==> config.mk <==
export PLATFORM = sky130hd
export DESIGN_NAME = deserializer
export DESIGN_NICKNAME = d
export VERILOG_FILES = /design/src/rtl/deserializer.sv
export SDC_FILE = /design/constraint.sdc
export NUM_CORES = 1
export LEC_CHECK = 0
export CAP_MARGIN = 20
export CORE_MARGIN = 8
export CORE_UTILIZATION = 44
export DETAILED_ROUTE_END_ITERATION = 10
export HOLD_SLACK_MARGIN = 0.08
export PLACE_DENSITY = 0.62
export SYNTH_ARGS = -nofsm -noshare
export SYNTH_HDL_FRONTEND = slang
export SYNTH_SLANG_ARGS = --single-unit
export TNS_END_PERCENT = 50
==> constraint.sdc <==
create_clock -name clk_i -period 5 [get_ports clk_i]
set_input_delay 0.75 -clock clk_i [delete_from_list [all_inputs] [get_ports clk_i]]
set_output_delay 0.75 -clock clk_i [all_outputs]
set_load 0.005 [all_outputs]
==> src/rtl/deserializer.sv <==
// deserializer: rebuilds parallel words from an MSB-first serial bit stream.
// A word is emitted once DATA_W bits have arrived. A shorter burst is emitted
// as a left-aligned partial word when the first idle cycle follows it.
// deser_data_mod_o gives the number of valid bits, with 0 meaning DATA_W.
//
// Handshake: data_i is consumed on every rising edge where data_val_i is
// high, and there is no back-pressure. deser_data_val_o is a one-cycle strobe.
// deser_data_o and deser_data_mod_o are meaningful on that strobe and hold
// their values until the next one.
module deserializer #(
    parameter int DATA_W = 16,
    parameter int MOD_W  = $clog2(DATA_W)
) (
    input  logic              clk_i,
    input  logic              srst_i,
    input  logic              data_i,
    input  logic              data_val_i,
    output logic [DATA_W-1:0] deser_data_o,
    output logic [MOD_W-1:0]  deser_data_mod_o,
    output logic              deser_data_val_o,
    output logic              busy_o
);

    // IDLE means no bits are held (cnt = 0); COLLECT means a word is in progress.
    typedef enum logic {
        IDLE    = 1'b0,
        COLLECT = 1'b1
    } state_t;

    localparam logic [MOD_W-1:0] CNT_LAST = MOD_W'(DATA_W - 1);
    localparam logic [MOD_W:0]   WORD_LEN = (MOD_W + 1)'(DATA_W);

    state_t            state_q, state_d;
    logic [DATA_W-1:0] shreg_q, shreg_d;
    logic [MOD_W-1:0]  cnt_q,   cnt_d;
    logic [DATA_W-1:0] data_q,  data_d;
    logic [MOD_W-1:0]  mod_q,   mod_d;
    logic              val_q,   val_d;
    // Left shift that moves a partial word up to the MSB end.
    // cnt is never 0 when this value is used, so the range is 1..DATA_W-1.
    logic [MOD_W:0]    pad_bits;

    // Next-state logic: shift in a bit, close a full word, or flush a partial word at a gap.
    always_comb begin
        state_d  = state_q;
        shreg_d  = shreg_q;
        cnt_d    = cnt_q;
        data_d   = data_q;
        mod_d    = mod_q;
        val_d    = 1'b0;
        pad_bits = WORD_LEN - {1'b0, cnt_q};

        if (data_val_i) begin
            shreg_d = {shreg_q[DATA_W-2:0], data_i};
            cnt_d   = cnt_q + MOD_W'(1);
            state_d = COLLECT;
            if (cnt_q == CNT_LAST) begin
                // Full word. The counter wraps to 0 naturally, so a bit on the
                // very next edge starts a fresh word with no lost cycle.
                data_d  = shreg_d;
                mod_d   = '0;
                val_d   = 1'b1;
                state_d = IDLE;
            end
        end else if (state_q == COLLECT) begin
            // Gap after a short burst: left-align what has arrived and zero-fill the LSBs.
            data_d  = shreg_q << pad_bits;
            mod_d   = cnt_q;
            val_d   = 1'b1;
            cnt_d   = '0;
            shreg_d = '0;
            state_d = IDLE;
        end
    end

    // State and output registers. Reset discards any partial word without a strobe.
    always_ff @(posedge clk_i) begin
        if (srst_i) begin
            state_q <= IDLE;
            shreg_q <= '0;
            cnt_q   <= '0;
            data_q  <= '0;
            mod_q   <= '0;
            val_q   <= 1'b0;
        end else begin
            state_q <= state_d;
            shreg_q <= shreg_d;
            cnt_q   <= cnt_d;
            data_q  <= data_d;
            mod_q   <= mod_d;
            val_q   <= val_d;
        end
    end

    assign deser_data_o     = data_q;
    assign deser_data_mod_o = mod_q;
    assign deser_data_val_o = val_q;
    // busy_o is the registered FSM state: high while a word is being collected.
    assign busy_o           = (state_q == COLLECT);

endmodule

==> insert_results.sql, run 1 <==
INSERT INTO impl_metrics (metric_group, metric, value, unit) VALUES
('sta', 'grt_setup_unrepaired', 'no', ''),
('route', 'drt_iter0_drc', '217', ''),
('die', 'std_cell_rows', '26', ''),
('clock_network', 'cts_root_buffer', 'clkbuf_8', ''),
('clock_network', 'cts_hold_buffers', '0', ''),
('pwr', 'leakage', '0.000859', 'uW'),
('yosys', 'ys.flop_type', 'dfxtp_1', ''),
('route', 'drt_first_pass_iters', '4', ''),
('route', 'drt-total-wl', '5.95', 'mm'),
('worst_hold_path', 'min-delay-path-class', 'flop to flop', ''),
('route', 'final_antenna_net_count', '0', ''),
('finish', 'most-common-layout-cells', 'dfxtp_1 (42), nand2_1 (32), a21oi_1 (25), clkdlybuf4s50_1 (25), mux2i_1 (18)', ''),
('placement', 'detailedPlacementHpwl', '4.21', 'mm'),
('die', 'floorplan.initialDensity', '45.8', '%'),
('sta', 'skew', '3.89', 'ps'),
('yosys', 'postSynthNetCount', '256', ''),
('finish', 'syn_to_final_growth', '14.7', '%'),
('finish', 'n_antenna_cell', '0', ''),
('placement', 'io_buffers', '25', ''),
('finish', 'share_of_layout_cells_above_drive_strength_1', '14.7', '%'),
('placement', 'dpl_cell_area', '2590', 'um^2'),
('critical_path', 'crit_slowest_cell', 'ha_1', ''),
('finish', 'finalInstanceArea', '2700', 'um^2'),
('yosys', 'synth_enable_flop_cells', '0', ''),
('critical_path', 'crit_required', '5240', 'ps'),
('grt', 'aggregate_global_routing_overflow', '0', ''),
('die', 'placeableCoreArea', '5140', 'um^2'),
('finish', 'multiInputGateArea', '1380', 'um^2'),
('yosys', 'synthesis.area', '2350', 'um^2'),
('sta', 'slew_viol_final', '0', ''),
('clock_network', 'tritoncts.num_buffers', '5', ''),
('die', 'die-width', '89.2', 'um'),
('status', 'outcome', 'complete, no violations', ''),
('pwr', 'total_power', '684', 'uW'),
('clock_network', 'cts_num_sinks', '42', ''),
('sta', 'timing.slew.headroom', '37.1', '%'),
('route', 'vias_post_dr', '1981', ''),
('critical_path', 'critical_path_cell_by_cell', 'inv_2 > ha_1 > mux2i_1 > mux4_2 > o311ai_0 > o221a_2', ''),
('placement', 'place_congestion', '0.883', ''),
('run', 'drv.max_cap_violation_count', '0', ''),
('die', 'dieArea', '7950', 'um^2'),
('clock_network', 'clkLatencyLatePin', '290', 'ps'),
('clock_network', 'cts-resized-gates', '0', ''),
('yosys', 'synthesized_area_per_cell', '9.42', 'um^2'),
('critical_path', 'cp_slowest_stage_delay', '990', 'ps'),
('clock_network', 'setup_fix_bufs_post_cts', '0', ''),
('critical_path', 'timing.critical_path.fanout_max', '22', ''),
('clock_network', 'clkTransAtPathRegs', '80', 'ps'),
('sta', 'fin_crit', '3460', 'ps'),
('clock_network', 'cts_tree', 'yes', ''),
('finish', 'layout_commonest_cell', 'dfxtp_1', ''),
('route', 'remaining_drc_errors', '0', ''),
('yosys', 'synth_cell_type_count', '48', ''),
('grt', 'maximum_number_of_pins_on_one_net_before_global_route_repair', '52', ''),
('critical_path', 'worst_ep_arrival_time', '3700', 'ps'),
('finish', 'filler_cell_count', '526', ''),
('route', 'vias_per_cell', '5.91', ''),
('yosys', 'synth.ff_latch_count', '42', ''),
('sta', 'finalCritPeriodShare', '69.2', '%'),
('critical_path', 'worst_setup_path_start_kind', 'flop', ''),
('yosys', 'seq_area_frac_synth', '35.7', '%'),
('grt', 'grt_first_pass_wirelength', '9.67', 'mm'),
('critical_path', 'critical_path_class', 'flop to flop', ''),
('sta', 'hold_violations', '0', ''),
('sta', 'worst-slew-pin-transition', '944', 'ps'),
('finish', 'finish.net_count', '270', ''),
('yosys', 'netlist_instances', '250', ''),
('sta', 'fmax', '289', 'MHz'),
('route', 'drt-wirelength-per-cell', '17.8', 'um'),
('grt', 'grt_pass1_vias', '1770', ''),
('pwr', 'worst_ir_drop_vdd', '0.116', 'mV'),
('critical_path', 'crit_path_end_kind', 'flop', ''),
('clock_network', 'cts_htree_levels', '2', ''),
('grt', 'antenna_violations_before_repair', '0', ''),
('clock_network', 'clock_path_buffers', '2', ''),
('die', 'chipHeight', '89.2', 'um'),
('finish', 'register_area', '841', 'um^2'),
('die', 'io-pin-count', '26', ''),
('yosys', 'postSynth.asyncResetShare', '0', '%'),
('pwr', 'power.density', '253', 'nW/um^2'),
('grt', 'global_route.usage.total', '15.8', '%'),
('sta', 'setup_violations', '0', ''),
('sta', 'totalNegativeSetupSlack', '0', 'ps'),
('yosys', 'synthesis.yosys.warnings', '0', '');
## per-layer routing
| metal | vias to the layer above | wire length [um] | GRT usage, % |
|---|---|---|---|
| met1 | 948 | 2940 | 24.0 |
| met2 | 65 | 2570 | 21.0 |
| met4 | 0 | 65 | 4.08 |
| met5 | - | 0 | 0 |
| li1 | 963 | - | - |
| met3 | 5 | 383 | 4.14 |
## flip-flops by register name, summed over array words and instances, names as in the netlist
signal and cells:
deser_data_mod_o 4, deser_data_val_o 1, busy_o 1, shreg_q 16
deser_data_o 16, cnt_q 4
## through the flow
stage	instances	util [%]	hold slack, ps	setup slack, ps
finish	335	52.6	458	1540
floorplan	250	-	448	2620
CTS	332	52.1	457	1500
global placement	324	50.3	439	1600
detailed placement	324	50.3	447	1520
global route	335	52.6	499	1320
## logic make-up (layout without fill, tap and decap cells)
group	after synthesis	in the layout	share of synthesized area [%]
AOI/OAI and AO/OA	62	62	19.2
xor gates and xnor gates	2	2	0.744
adders and majority gates	2	2	1.06
buffers and inverters	27	42	5.74
DFF	42	42	35.7
muxes	34	34	21.0
and+or+nand+nor	81	81	16.5
## final timing paths
path / start / endpoint / slack (ps) / cells after the start
worst max-delay path: cnt_q[0] / deser_data_o[13] / 1540 / 6
worst min-delay path: deser_data_mod_o[2] / deser_data_mod_o[2] / 460 / 2
worst max register to register: cnt_q[0] / deser_data_o[13] / 1540 / 6
worst min register to register: deser_data_mod_o[2] / deser_data_mod_o[2] / 460 / 2
## power breakdown
group | leakage, uW | switching [uW] | internal (uW)
registers | 0.000341 | 10.2 | 343
clock network | 0.0000482 | 113 | 111
logic | 0.000470 | 56.8 | 48.9
total | 0.000859 | 180 | 503
## worst max-delay path: cells and delay by family, from the launching register on
kind	cells	cell delay, ps
fa+ha+maj	1	990
flops	1	800
mux	2	800
compound gates	2	560
buf+inv	1	260
## Yosys cell counts, types with 2 or more instances
master,count,area share (%)
a21oi_1,25,5.3
a311oi_1,3,1.1
and3_1,2,0.53
buf_2,5,1.1
buf_4,3,0.96
clkbuf_1,14,2.2
dfxtp_1,42,36
ha_1,2,1.1
inv_1,3,0.48
mux2_2,4,1.9
mux2i_1,18,7.7
mux4_2,12,11
nand2_1,32,5.1
nand2b_1,2,0.53
nand3_1,2,0.43
nand4b_1,2,0.74
nor2_1,17,2.7
nor3_1,9,1.9
nor3b_1,3,0.96
o21a_1,2,0.64
o21ai_0,7,1.5
o221a_2,6,2.9
o311a_1,3,1.3
o311ai_0,3,1.1
or3_1,6,1.6
## final cells by class
cell class,instances,share of cell area (%)
multi-input cells,181,51.0
flip-flops and latches,42,31.1
repair buffers,30,10.7
well taps,70,3.24
clock buffers,7,3.20
inverters,4,0.556
clock inverters,1,0.185
Power figures use the tool's default switching activity.
==> inputs of run 2 (changes only) <==
- PLACE_DENSITY: 0.62 -> 0.64
- clock period: 5 -> 3.1 ns (I/O delays scaled with it)
==> run 2 against run 1 <==
Against the previous run: count of clock-buffer cells in the layout up 1; register-to-register slack worse by 910 ps; clock power up 80%; total power up 69%; wire length down 0.62%; clock skew up 2.6 ps; worst hold slack worse by 5.5 ps; core utilization up 1.5 points; non-clock buffer count up 7; critical path type unchanged; largest power group unchanged.
==> insert_results.sql, run 2 (synthesis results as in run 1) <==
INSERT INTO impl_metrics (metric_group, metric, value, unit) VALUES
('sta', 'timing.slew.headroom', '53.9', '%'),
('route', 'remaining_drc_errors', '0', ''),
('placement', 'place_congestion', '0.890', ''),
('finish', 'n_antenna_cell', '0', ''),
('pwr', 'leakage', '0.000905', 'uW'),
('placement', 'dpl_cell_area', '2670', 'um^2'),
('critical_path', 'timing.critical_path.fanout_max', '22', ''),
('critical_path', 'crit_path_end_kind', 'flop', ''),
('grt', 'global_route.usage.total', '16.3', '%'),
('route', 'drt-total-wl', '5.92', 'mm'),
('die', 'std_cell_rows', '26', ''),
('clock_network', 'cts_tree', 'yes', ''),
('pwr', 'power_frac_comb', '16.1', '%'),
('finish', 'finalInstanceArea', '2780', 'um^2'),
('grt', 'aggregate_global_routing_overflow', '0', ''),
('grt', 'gr-max-usage-layer', 'met2', ''),
('die', 'die-width', '89.2', 'um'),
('worst_hold_path', 'whs_endpoint', 'deser_data_mod_o[1]', ''),
('worst_hold_path', 'hold_depth', '2', ''),
('route', 'vias_post_dr', '2013', ''),
('clock_network', 'setup_fix_bufs_post_cts', '0', ''),
('route', 'vias_per_cell', '5.89', ''),
('status', 'outcome', 'complete, no violations', ''),
('grt', 'grt_use_met1', '20.7', '%'),
('route', 'drt_first_pass_iters', '4', ''),
('critical_path', 'rr_worst_depth', '7', ''),
('route', 'final_antenna_net_count', '0', ''),
('grt', 'maximum_number_of_pins_on_one_net_before_global_route_repair', '32', ''),
('grt', 'groute.layer.met3.usage', '4.32', '%'),
('die', 'floorplan.initialDensity', '45.8', '%'),
('finish', 'most-common-layout-cells', 'dfxtp_1 (42), nand2_1 (32), a21oi_1 (25), clkdlybuf4s50_1 (25), mux2i_1 (18)', ''),
('clock_network', 'clkLatencyLatePin', '290', 'ps'),
('die', 'placeableCoreArea', '5140', 'um^2'),
('finish', 'share_of_layout_cells_above_drive_strength_1', '17.3', '%'),
('critical_path', 'crit-reg2reg-launch', 'cnt_q[1]', ''),
('clock_network', 'cts_num_sinks', '42', ''),
('die', 'chipHeight', '89.2', 'um'),
('worst_hold_path', 'hold_path.startpoint', 'deser_data_mod_o[1]', ''),
('pwr', 'power.density', '416', 'nW/um^2'),
('sta', 'worst-slew-pin-transition', '689', 'ps'),
('clock_network', 'cts-resized-gates', '0', ''),
('sta', 'setup_violations', '0', ''),
('pwr', 'worst_ir_drop_vdd', '0.185', 'mV'),
('critical_path', 'rrSetupSlack', '630', 'ps'),
('critical_path', 'crit_required', '3320', 'ps'),
('critical_path', 'startpoint', 'cnt_q[1]', ''),
('sta', 'slew_viol_final', '0', ''),
('grt', 'grt_use_met2', '25.5', '%'),
('pwr', 'p_sw_share', '25.1', '%'),
('critical_path', 'critical_path_class', 'flop to flop', ''),
('sta', 'grt_setup_unrepaired', 'no', ''),
('die', 'io-pin-count', '26', ''),
('grt', 'grt_first_pass_wirelength', '9.94', 'mm'),
('pwr', 'netSwitchingPower', '290', 'uW'),
('sta', 'skew', '6.47', 'ps'),
('pwr', 'seq_power_share', '48.9', '%'),
('clock_network', 'clkTransAtPathRegs', '80', 'ps'),
('sta', 'hold_violations', '0', ''),
('worst_hold_path', 'min-delay-path-class', 'flop to flop', ''),
('die', 'dieArea', '7950', 'um^2'),
('clock_network', 'cts_root_buffer', 'clkbuf_8', ''),
('critical_path', 'worst_setup_path_start_kind', 'flop', ''),
('pwr', 'intPower', '864', 'uW'),
('critical_path', 'timing.rr.end', 'deser_data_o[9]', ''),
('sta', 'fin_crit', '2470', 'ps'),
('placement', 'detailedPlacementHpwl', '4.35', 'mm'),
('finish', 'syn_to_final_growth', '17.9', '%'),
('route', 'drt-wirelength-per-cell', '17.3', 'um'),
('clock_network', 'cts_hold_buffers', '0', ''),
('finish', 'layout_commonest_cell', 'dfxtp_1', ''),
('pwr', 'clock_power_share', '35.0', '%'),
('clock_network', 'clock_path_buffers', '2', ''),
('grt', 'antenna_violations_before_repair', '0', ''),
('finish', 'finish.net_count', '277', ''),
('sta', 'fmax', '405', 'MHz'),
('sta', 'totalNegativeSetupSlack', '0', 'ps'),
('critical_path', 'worst_ep_arrival_time', '2680', 'ps'),
('route', 'drt_iter0_drc', '156', ''),
('sta', 'finalCritPeriodShare', '79.6', '%'),
('clock_network', 'cts_htree_levels', '2', ''),
('placement', 'io_buffers', '25', ''),
('run', 'drv.max_cap_violation_count', '0', ''),
('grt', 'grt_pass1_vias', '1981', ''),
('clock_network', 'tritoncts.num_buffers', '5', '');
-- run 2: changes by cell type in the layout (fill, tap and decap cells not counted) --
cell and change:
clkbuf_1 -1, clkinv_2 -1, buf_4 +6, buf_6 +1
clkbuf_8 +2
-- run 2: power by group through the flow --
stage	combinational, uW	clock, uW	sequential (uW)
2_1_floorplan	133	0	576
3_3_place_gp	182	0	577
3_5_place_dp	186	0	578
4_1_cts	186	421	565
5_1_grt	202	441	567
6_report	185	404	565
-- run 2: stage by stage --
stage                     power (uW)  worst slack, ps  hold slack [ps]  utilization [%]  cells
after floorplan                  709              724              448                -    250
after global placement           760              683              439             51.7    333
after detailed placement         763              691              446             51.9    334
after CTS                       1170              657              457             54.0    342
after global routing            1210              482              480             54.0    342
final                           1150              632              453             54.0    342
-- run 2: layout make-up --
type                    count  area (um^2)
clock buffers               8          110
fillers                   521         2360
repair buffers             37          344
multi-input cells         181         1380
well taps                  70         87.6
flip-flops and latches     42          841
inverters                   4         15.0
-- run 2: per-layer routing --
metal | share of wire, % | up-vias
met5 | 0 | -
met4 | 2.4 | 0
met3 | 5.9 | 13
met2 | 47 | 61
met1 | 44 | 964
li1 | - | 975
-- run 2: critical path, stage by stage (launching register included) --
cell and delay [ps]:
dfxtp_1 450, inv_1 110, ha_1 280, buf_4 290, mux2i_1 210, mux4_2 500, or3_1 350, a41oi_2 190
-- run 2: worst max-delay path by stage --
stage | slack [ps] | end | cells past startpoint
finish | 630 | deser_data_o[9] | 7
global route | 480 | deser_data_o[13] | 6
CTS | 660 | deser_data_o[9] | 7
detailed placement | 690 | deser_data_o[9] | 7
global placement | 680 | deser_data_o[9] | 7
floorplan | 720 | deser_data_o[9] | 7
==> inputs of run 3 (changes only) <==
- clock period: 3.1 -> 2.05 ns (I/O delays scaled with it)
==> run 3 against run 2 <==
Against the previous run: largest cell class unchanged; flip-flop and latch count did not move; highest routed layer unchanged; core utilization rose by 4.4 points; clock skew is 2.1 ps lower; combinational power rose by 97%; via count rose by 4.7%; register-to-register slack worse by 620 ps; critical path depth stayed put.
==> insert_results.sql, run 3 (synthesis results as in run 1) <==
INSERT INTO impl_metrics (metric_group, metric, value, unit) VALUES
('pwr', 'power_frac_comb', '21.1', '%'),
('finish', 'filler_cell_count', '487', ''),
('finish', 'postLayoutCoreUtil', '58.4', '%'),
('grt', 'maximum_number_of_pins_on_one_net_before_global_route_repair', '31', ''),
('route', 'drt-total-wl', '6.42', 'mm'),
('die', 'chipHeight', '89.2', 'um'),
('grt', 'antenna_violations_before_repair', '0', ''),
('worst_hold_path', 'hold_depth', '2', ''),
('sta', 'slew_viol_final', '0', ''),
('placement', 'place_congestion', '0.845', ''),
('finish', 'most-common-layout-cells', 'dfxtp_1 (40), nand2_1 (31), buf_4 (26)', ''),
('finish', 'n_antenna_cell', '0', ''),
('grt', 'grt_pass1_vias', '2068', ''),
('critical_path', 'crit_path_end_kind', 'flop', ''),
('route', 'final_antenna_net_count', '0', ''),
('finish', 'layout_commonest_cell', 'dfxtp_1', ''),
('grt', 'grt_use_met1', '22.0', '%'),
('route', 'drt_first_pass_iters', '4', ''),
('finish', 'share_of_layout_cells_above_drive_strength_1', '28.1', '%'),
('clock_network', 'clkLatencyLatePin', '290', 'ps'),
('placement', 'dp.cells', '344', ''),
('grt', 'global_route.usage.total', '17.0', '%'),
('sta', 'timing.slew.headroom', '71.3', '%'),
('critical_path', 'timing.critical_path.fanout_max', '5', ''),
('critical_path', 'rr_worst_depth', '7', ''),
('placement', 'detailedPlacementHpwl', '4.37', 'mm'),
('pwr', 'intPower', '1250', 'uW'),
('die', 'floorplan.initialDensity', '45.8', '%'),
('pwr', 'clock_power_share', '29.4', '%'),
('route', 'vias_per_cell', '5.89', ''),
('grt', 'grt_first_pass_wirelength', '10.4', 'mm'),
('sta', 'fmax', '491', 'MHz'),
('clock_network', 'cts_htree_levels', '2', ''),
('clock_network', 'cts_tree', 'yes', ''),
('sta', 'setup_violations', '0', ''),
('clock_network', 'clock_path_buffers', '2', ''),
('finish', 'multiInputGateArea', '1480', 'um^2'),
('worst_hold_path', 'min-delay-path-class', 'flop to flop', ''),
('pwr', 'p_sw_share', '27.3', '%'),
('route', 'vias_post_dr', '2107', ''),
('die', 'die-width', '89.2', 'um'),
('die', 'io-pin-count', '26', ''),
('run', 'drv.max_cap_violation_count', '0', ''),
('grt', 'aggregate_global_routing_overflow', '0', ''),
('sta', 'hold_violations', '0', ''),
('critical_path', 'crit_required', '2270', 'ps'),
('clock_network', 'tritoncts.num_buffers', '5', ''),
('pwr', 'seq_power_share', '49.5', '%'),
('critical_path', 'worst_ep_arrival_time', '2250', 'ps'),
('sta', 'worst_slack', '13.8', 'ps'),
('critical_path', 'critical_path_class', 'flop to flop', ''),
('critical_path', 'worst_setup_path_start_kind', 'flop', ''),
('clock_network', 'cts_num_sinks', '42', ''),
('sta', 'grt_setup_unrepaired', 'yes', ''),
('clock_network', 'clkTransAtPathRegs', '80', 'ps'),
('clock_network', 'cts_root_buffer', 'clkbuf_8', ''),
('pwr', 'leakage', '0.000992', 'uW'),
('pwr', 'netSwitchingPower', '471', 'uW'),
('finish', 'finish.net_count', '294', ''),
('route', 'remaining_drc_errors', '0', ''),
('placement', 'post-place-ws', '-45.9', 'ps'),
('pwr', 'total_power', '1730', 'uW'),
('pwr', 'worst_ir_drop_vdd', '0.254', 'mV'),
('die', 'dieArea', '7950', 'um^2'),
('route', 'drt-wirelength-per-cell', '17.9', 'um'),
('sta', 'finalCritPeriodShare', '99.3', '%'),
('sta', 'fin_crit', '2040', 'ps'),
('grt', 'groute.layer.met3.usage', '3.22', '%'),
('sta', 'skew', '4.37', 'ps'),
('grt', 'gr-max-usage-layer', 'met2', ''),
('die', 'std_cell_rows', '26', ''),
('sta', 'worst-slew-pin-transition', '426', 'ps'),
('route', 'drt_iter0_drc', '178', ''),
('status', 'outcome', 'complete, no violations', ''),
('placement', 'io_buffers', '25', ''),
('finish', 'register_area', '846', 'um^2'),
('finish', 'syn_to_final_growth', '27.6', '%'),
('pwr', 'power.density', '574', 'nW/um^2'),
('die', 'placeableCoreArea', '5140', 'um^2'),
('grt', 'grt_use_met2', '26.4', '%'),
('sta', 'hold_ws', '460', 'ps'),
('finish', 'finalNonFillerCells', '358', '');
-- run 3: cell count changes in the layout (fill, tap and decap cells not counted), sizes merged --
cell | previous run | this run
clkbuf | 8 | 7
buf | 12 | 29
-- run 3: power groups by stage --
stage	Combinational (uW)	Clock, uW	Sequential [uW]
6_report	364	507	854
5_1_grt	387	548	857
4_1_cts	338	525	854
3_5_place_dp	309	0	874
3_3_place_gp	307	0	873
2_1_floorplan	216	0	872
-- run 3: path summary, 6_finish.rpt --
check                      startpoint                  end  slack, ps
setup / recovery             cnt_q[1]      deser_data_o[8]         10
hold / removal    deser_data_mod_o[1]  deser_data_mod_o[1]        460
setup reg to reg             cnt_q[1]      deser_data_o[8]         10
hold reg to reg   deser_data_mod_o[1]  deser_data_mod_o[1]        460
-- run 3: layout make-up --
cell class                      instances  share of cell area [%]
Clock buffer                            7                    2.54
Inverter                                4                   0.750
Multi-Input combinational cell        181                    49.3
Timing Repair Buffer                   54                    16.4
Sequential cell                        42                    28.2
Tap cell                               70                    2.92
-- run 3: per-stage QoR --
step                cell area (um^2)  TNS (ps)
global placement                2780     -17.4
finish                          3000         0
CTS                             2910         0
detailed placement              2780     -94.5
floorplan                       2400      -126
global route                    3000      -292
-- run 3: critical path, cell delays in order (launching register included) --
cell     delay (ps)
dfxtp_2         340
inv_2            50
ha_4            270
buf_4           150
mux2i_2         160
mux4_2          490
or3_1           320
a31oi_1         180
-- run 3: routing by layer --
layer,wire length (um),part of all wire [%]
met1,2840,44
met2,2990,47
met3,429,6.7
met4,158,2.5
met5,0,0
-- run 3: what timing repair did --
action / CTS / global route
hold buffers: 0 / 0
resized for setup: 3 / 18
endpoints found under the setup margin: 7 / 14
setup buffers: 5 / 2
pin swaps: 1 / 4
==> RTL change 1, RTL diff (settings of run 3) <==
Make the reset (`srst_i`) asynchronous in one clocked block.
--- a/src/rtl/deserializer.sv
+++ b/src/rtl/deserializer.sv
@@ -74,7 +74,7 @@
     end
 
     // State and output registers. Reset discards any partial word without a strobe.
-    always_ff @(posedge clk_i) begin
+    always_ff @(posedge clk_i or posedge srst_i) begin
         if (srst_i) begin
             state_q <= IDLE;
             shreg_q <= '0;
Formal check against the unedited RTL: differs if srst_i is asserted again (counterexample within 4 cycles, from zero or initial values and one cycle with srst_i high); with srst_i held inactive, the same outputs for 10 cycles.
==> RTL change 1 against run 3 <==
  * The flow now finishes with violations (negative setup slack)
  * Sequential share of layout area increased by 4.1 points
  * Core utilization grew 1.5 points
  * Routed wire length shrank 0.47%
  * Largest cell class unchanged
  * Setup slack lost 44 ps
  * Area after synthesis is 3.3% higher
  * Critical path depth did not move
  * Sequential cell count is the same
  * Clock skew is 3.2 ps higher
  * Final cell count is 1.7% higher
  * Cell area up 8.6%
  * Global-route usage fell by 0.96 points
Power is not compared: it rests on default switching activity, and its combinational part moved more than twofold at a synthesized area within 25%.
==> RTL change 1: results (changes against run 3) <==
metric	value	unit	change
crit_path_max_fanout	8		+3
critical_path.top_delay_family	multiplexers		
r2r_end	deser_data_o[13]$_DFFE_PP0P_		
synth_sequential_area_ratio	0.4321		+0.07503
final.setup_skew	7.554	ps	+3.181 ps
drtIter0Drc	131		-26%
max_slew_margin	0.6088		-0.1038
layout.nets	297		+1.0%
drt-total-wl	6386	um	-0.47%
synth_cell_types	46		-4.2%
h_tree_levels	2		unchanged
grt_pass1_vias	2074		+0.29%
violated_checks	negative setup slack		
post_route_cells_drive_above_1_share	0.3116		+0.03039
worst_hold_path_type	input port to async pin		
dpl.hpwl	4448	um	+1.8%
final_setup_fails	6		+6
cp_slowest_stage_delay	460	ps	-30 ps
grt_first_pass_wirelength	10700	um	+2.9%
status	finished, violations left		
grtUsageTotal	0.1604		-0.009605
grt_start_max_net_pins	43		+39%
postLayoutSetupSlackWorst	-29.92	ps	-43.75 ps
synth_nets	237		-7.4%
netlist_top_cells_count	sky130_fd_sc_hd__nand2_1 (54), sky130_fd_sc_hd__dfrtp_1 (42), sky130_fd_sc_hd__mux2i_1 (18)		
leakagePower	0.001388	uW	
synth_flop_cell	sky130_fd_sc_hd__dfrtp_1		
vias_per_cell	5.651		-4.0%
place_congestion	0.8356		-1.1%
cp_data_arrival_time	2310	ps	+60 ps
timing.critical_path.slowest_stage_cell	sky130_fd_sc_hd__dfrtp_2		
finalSetupTns	-112.2	ps	-112.2 ps
largest_cells_by_area_after_synthesis	sky130_fd_sc_hd__dfrtp_1 (43%), sky130_fd_sc_hd__mux4_2 (9.3%), sky130_fd_sc_hd__nand2_1 (8.3%), sky130_fd_sc_hd__mux2i_1 (7.4%), sky130_fd_sc_hd__mux4_1 (2.2%)		
fin_crit_sh	1.015		+0.02134
## RTL change 1: changes by cell type in the layout (fill, tap and decap cells not counted), sizes merged, moves of 6 or more
cell and delta:
dfxtp -42, or3 -6, a21oi -24, buf +15, nor2 -7, nand2 +22, o221a -6, dfrtp +42
## RTL change 1: worst max path at each step
stage                                     from                           end  slack, ps
final                     cnt_q[0]$_DFFE_PP0P_  deser_data_o[13]$_DFFE_PP0P_        -30
after global routing      cnt_q[0]$_DFFE_PP0P_   deser_data_o[7]$_DFFE_PP0P_       -100
after CTS                 cnt_q[0]$_DFFE_PP0P_   deser_data_o[7]$_DFFE_PP0P_        -10
after detailed placement  cnt_q[0]$_DFFE_PP0P_  deser_data_o[12]$_DFFE_PP0P_       -160
after global placement    cnt_q[0]$_DFFE_PP0P_  deser_data_o[12]$_DFFE_PP0P_       -120
after floorplan           cnt_q[0]$_DFFE_PP0P_   deser_data_o[7]$_DFFE_PP0P_        -50
## RTL change 1: worst min-delay path: stages
cell and delay, ps:
sky130_fd_sc_hd__clkdlybuf4s50_1 400, sky130_fd_sc_hd__clkinv_1 50, sky130_fd_sc_hd__buf_4 450
## RTL change 1: kinds of logic after synthesis
kind of cell | after synthesis | share of synthesized area
mux | 33 | 0.2022
buf+inv | 21 | 0.04321
compound gates | 37 | 0.1193
flops | 42 | 0.4321
simple gates | 92 | 0.1754
fa+ha+maj | 2 | 0.01029
xor+xnor | 4 | 0.01749
## RTL change 1: final cells by class
class                      count  area share
multi-input combinational    168      0.4245
timing repair buffer          69      0.1837
clock buffer                   8     0.03374
sequential                    42      0.3225
tap                           72     0.02761
inverter                       5    0.008052
## RTL change 1: repair_timing
| item | in CTS | in global routing |
|---|---|---|
| buffers inserted | 5 | 3 |
| resized for setup | 11 | 18 |
| gates cloned | 0 | 0 |
| setup endpoints to repair | 14 | 14 |
| pin swaps | 1 | 3 |
## RTL change 1: per-layer routing
| metal | track usage | up-vias | share of wire |
|---|---|---|---|
| met3 | 0.03824 | 10 | 0.067 |
| li1 | - | 970 | - |
| met1 | 0.2102 | 994 | 0.44 |
| met4 | 0.06103 | 0 | 0.019 |
| met5 | 0 | - | 0 |
| met2 | 0.2497 | 83 | 0.47 |
## RTL change 1: stage by stage
stage                     cells  setup WS [ps]  cell area (sq um)  hold slack [ps]
after CTS                   360         -14.66               3158            468.9
after detailed placement    347         -164.7               2969            477.2
after global routing        364         -96.04               3263            504.4
after floorplan             231         -54.75               2466            435.3
final                       364         -29.92               3263            444.3
after global placement      347         -123.3               2969            461.8
## RTL change 1: where the power goes
group	internal [uW]	total, uW	switching (uW)
logic	642	1160	515
registers	914	989	75.9
clock network	340	634	293
==> RTL change 2, RTL diff (config.mk and constraints of run 3) <==
Without the edit above. Change the parameter `DATA_W` from 16 to 32.
--- a/src/rtl/deserializer.sv
+++ b/src/rtl/deserializer.sv
@@ -8,7 +8,7 @@
 // deser_data_o and deser_data_mod_o are meaningful on that strobe and hold
 // their values until the next one.
 module deserializer #(
-    parameter int DATA_W = 16,
+    parameter int DATA_W = 32,
     parameter int MOD_W  = $clog2(DATA_W)
 ) (
     input  logic              clk_i,
Ports: changed (resized deser_data_mod_o and deser_data_o); port bits go from 26 to 43. The function was not compared with the original's and may differ.
==> RTL change 2 against run 3 <==
  * The run now ends with negative setup slack left
  * Core utilization increased by 1.7 points
  * Routed wire length increased to 2.6 times the old value
  * Cell area increased by 120%
  * Total power increased by 100%
  * Setup slack got worse by 140 ps
  * Worst hold slack got worse by 180 ps
  * Sequential cell count increased by 34
  * Non-clock buffer count increased by 87
  * Area after synthesis increased by 110%
  * Global-route usage increased by 6.4 points
  * Critical path type unchanged
==> RTL change 2: results (changes against run 3) <==
metric	value	unit	change
syn_inst	541		+120%
finalSetupTns	-1318	ps	-1318 ps
final.setup_skew	12.18	ps	+7.810 ps
dpl.hpwl	12720	um	+190%
place.detailed.instances	755		+120%
final_setup_fails	20		+20
postLayoutSetupSlackWorst	-126.6	ps	-140.5 ps
place_congestion	0.9767		+16%
timing.critical_path.slowest_stage_cell	sky130_fd_sc_hd__dfxtp_4		
leakagePower	0.002362	uW	+140%
status	finished, violations left		
cts_inserted_buffers	9		+4
vias_per_cell	6.129		+4.1%
detail_route_met2_wl	7631	um	+160%
h_tree_levels	3		+1
use_met1	0.3102		+0.09031
violated_checks	negative setup slack		
grt_start_max_net_pins	45		+45%
crit_path_max_fanout	7		+2
vdd.ir_drop.worst	0.0004059	V	+60%
grtUsageTotal	0.2337		+0.06373
groute.layer.met3.usage	0.05444		+0.02227
synth_cell_types	62		+29%
clkLatencyLatePin	380	ps	+90 ps
synth_nets	548		+110%
dpl_worst_slack	-171.0	ps	-125.1 ps
grt_first_pass_wirelength	26500	um	+150%
worst_hold_path_type	input port to flop		
cp_data_arrival_time	2430	ps	+180 ps
==> RTL change 2: repair_timing <==
action / CTS / global route
setup buffers: 7 / 9
gates resized for setup: 23 / 23
pin swaps: 10 / 12
setup endpoints to repair: 28 / 31
==> RTL change 2: cells by family after synthesis <==
logic type	Yosys count	share of synthesized area
DFF	76	0.3132
and+or+nand+nor	214	0.2081
adders and majority gates	3	0.007729
buffers and inverters	56	0.05950
AOI/OAI and AO/OA	136	0.2056
xor gates and xnor gates	5	0.01056
muxes	51	0.1953
==> RTL change 2: layout make-up <==
cell class	count	area [sq um]	area share
multi-input combinational	409	3309	0.5094
sequential	76	1526	0.2350
timing repair buffer	141	1277	0.1966
tap	140	175.2	0.02696
clock buffer	10	137.6	0.02119
clock inverter	4	51.30	0.007897
inverter	5	18.77	0.002889
==> RTL change 2: path summary, 6_finish.rpt <==
| path | startpoint | cells after the start | slack, ps | end |
|---|---|---|---|---|
| setup reg to reg | cnt_q[0]$_SDFFE_PP0P_ | 8 | -130 | deser_data_o[9]$_SDFFE_PP0P_ |
| setup / recovery | cnt_q[0]$_SDFFE_PP0P_ | 8 | -130 | deser_data_o[9]$_SDFFE_PP0P_ |
| hold / removal | srst_i | 4 | 280 | deser_data_o[26]$_SDFFE_PP0P_ |
| hold reg to reg | shreg_q[31]$_SDFFE_PP0P_ | 2 | 470 | shreg_q[31]$_SDFFE_PP0P_ |
==> RTL change 2: power by group through the flow <==
stage	Sequential, uW	Combinational [uW]	Clock, uW
final	1530	818	1170
after global routing	1540	876	1240
after CTS	1530	771	1200
after detailed placement	1570	733	0
after global placement	1570	726	0
after floorplan	1560	465	0
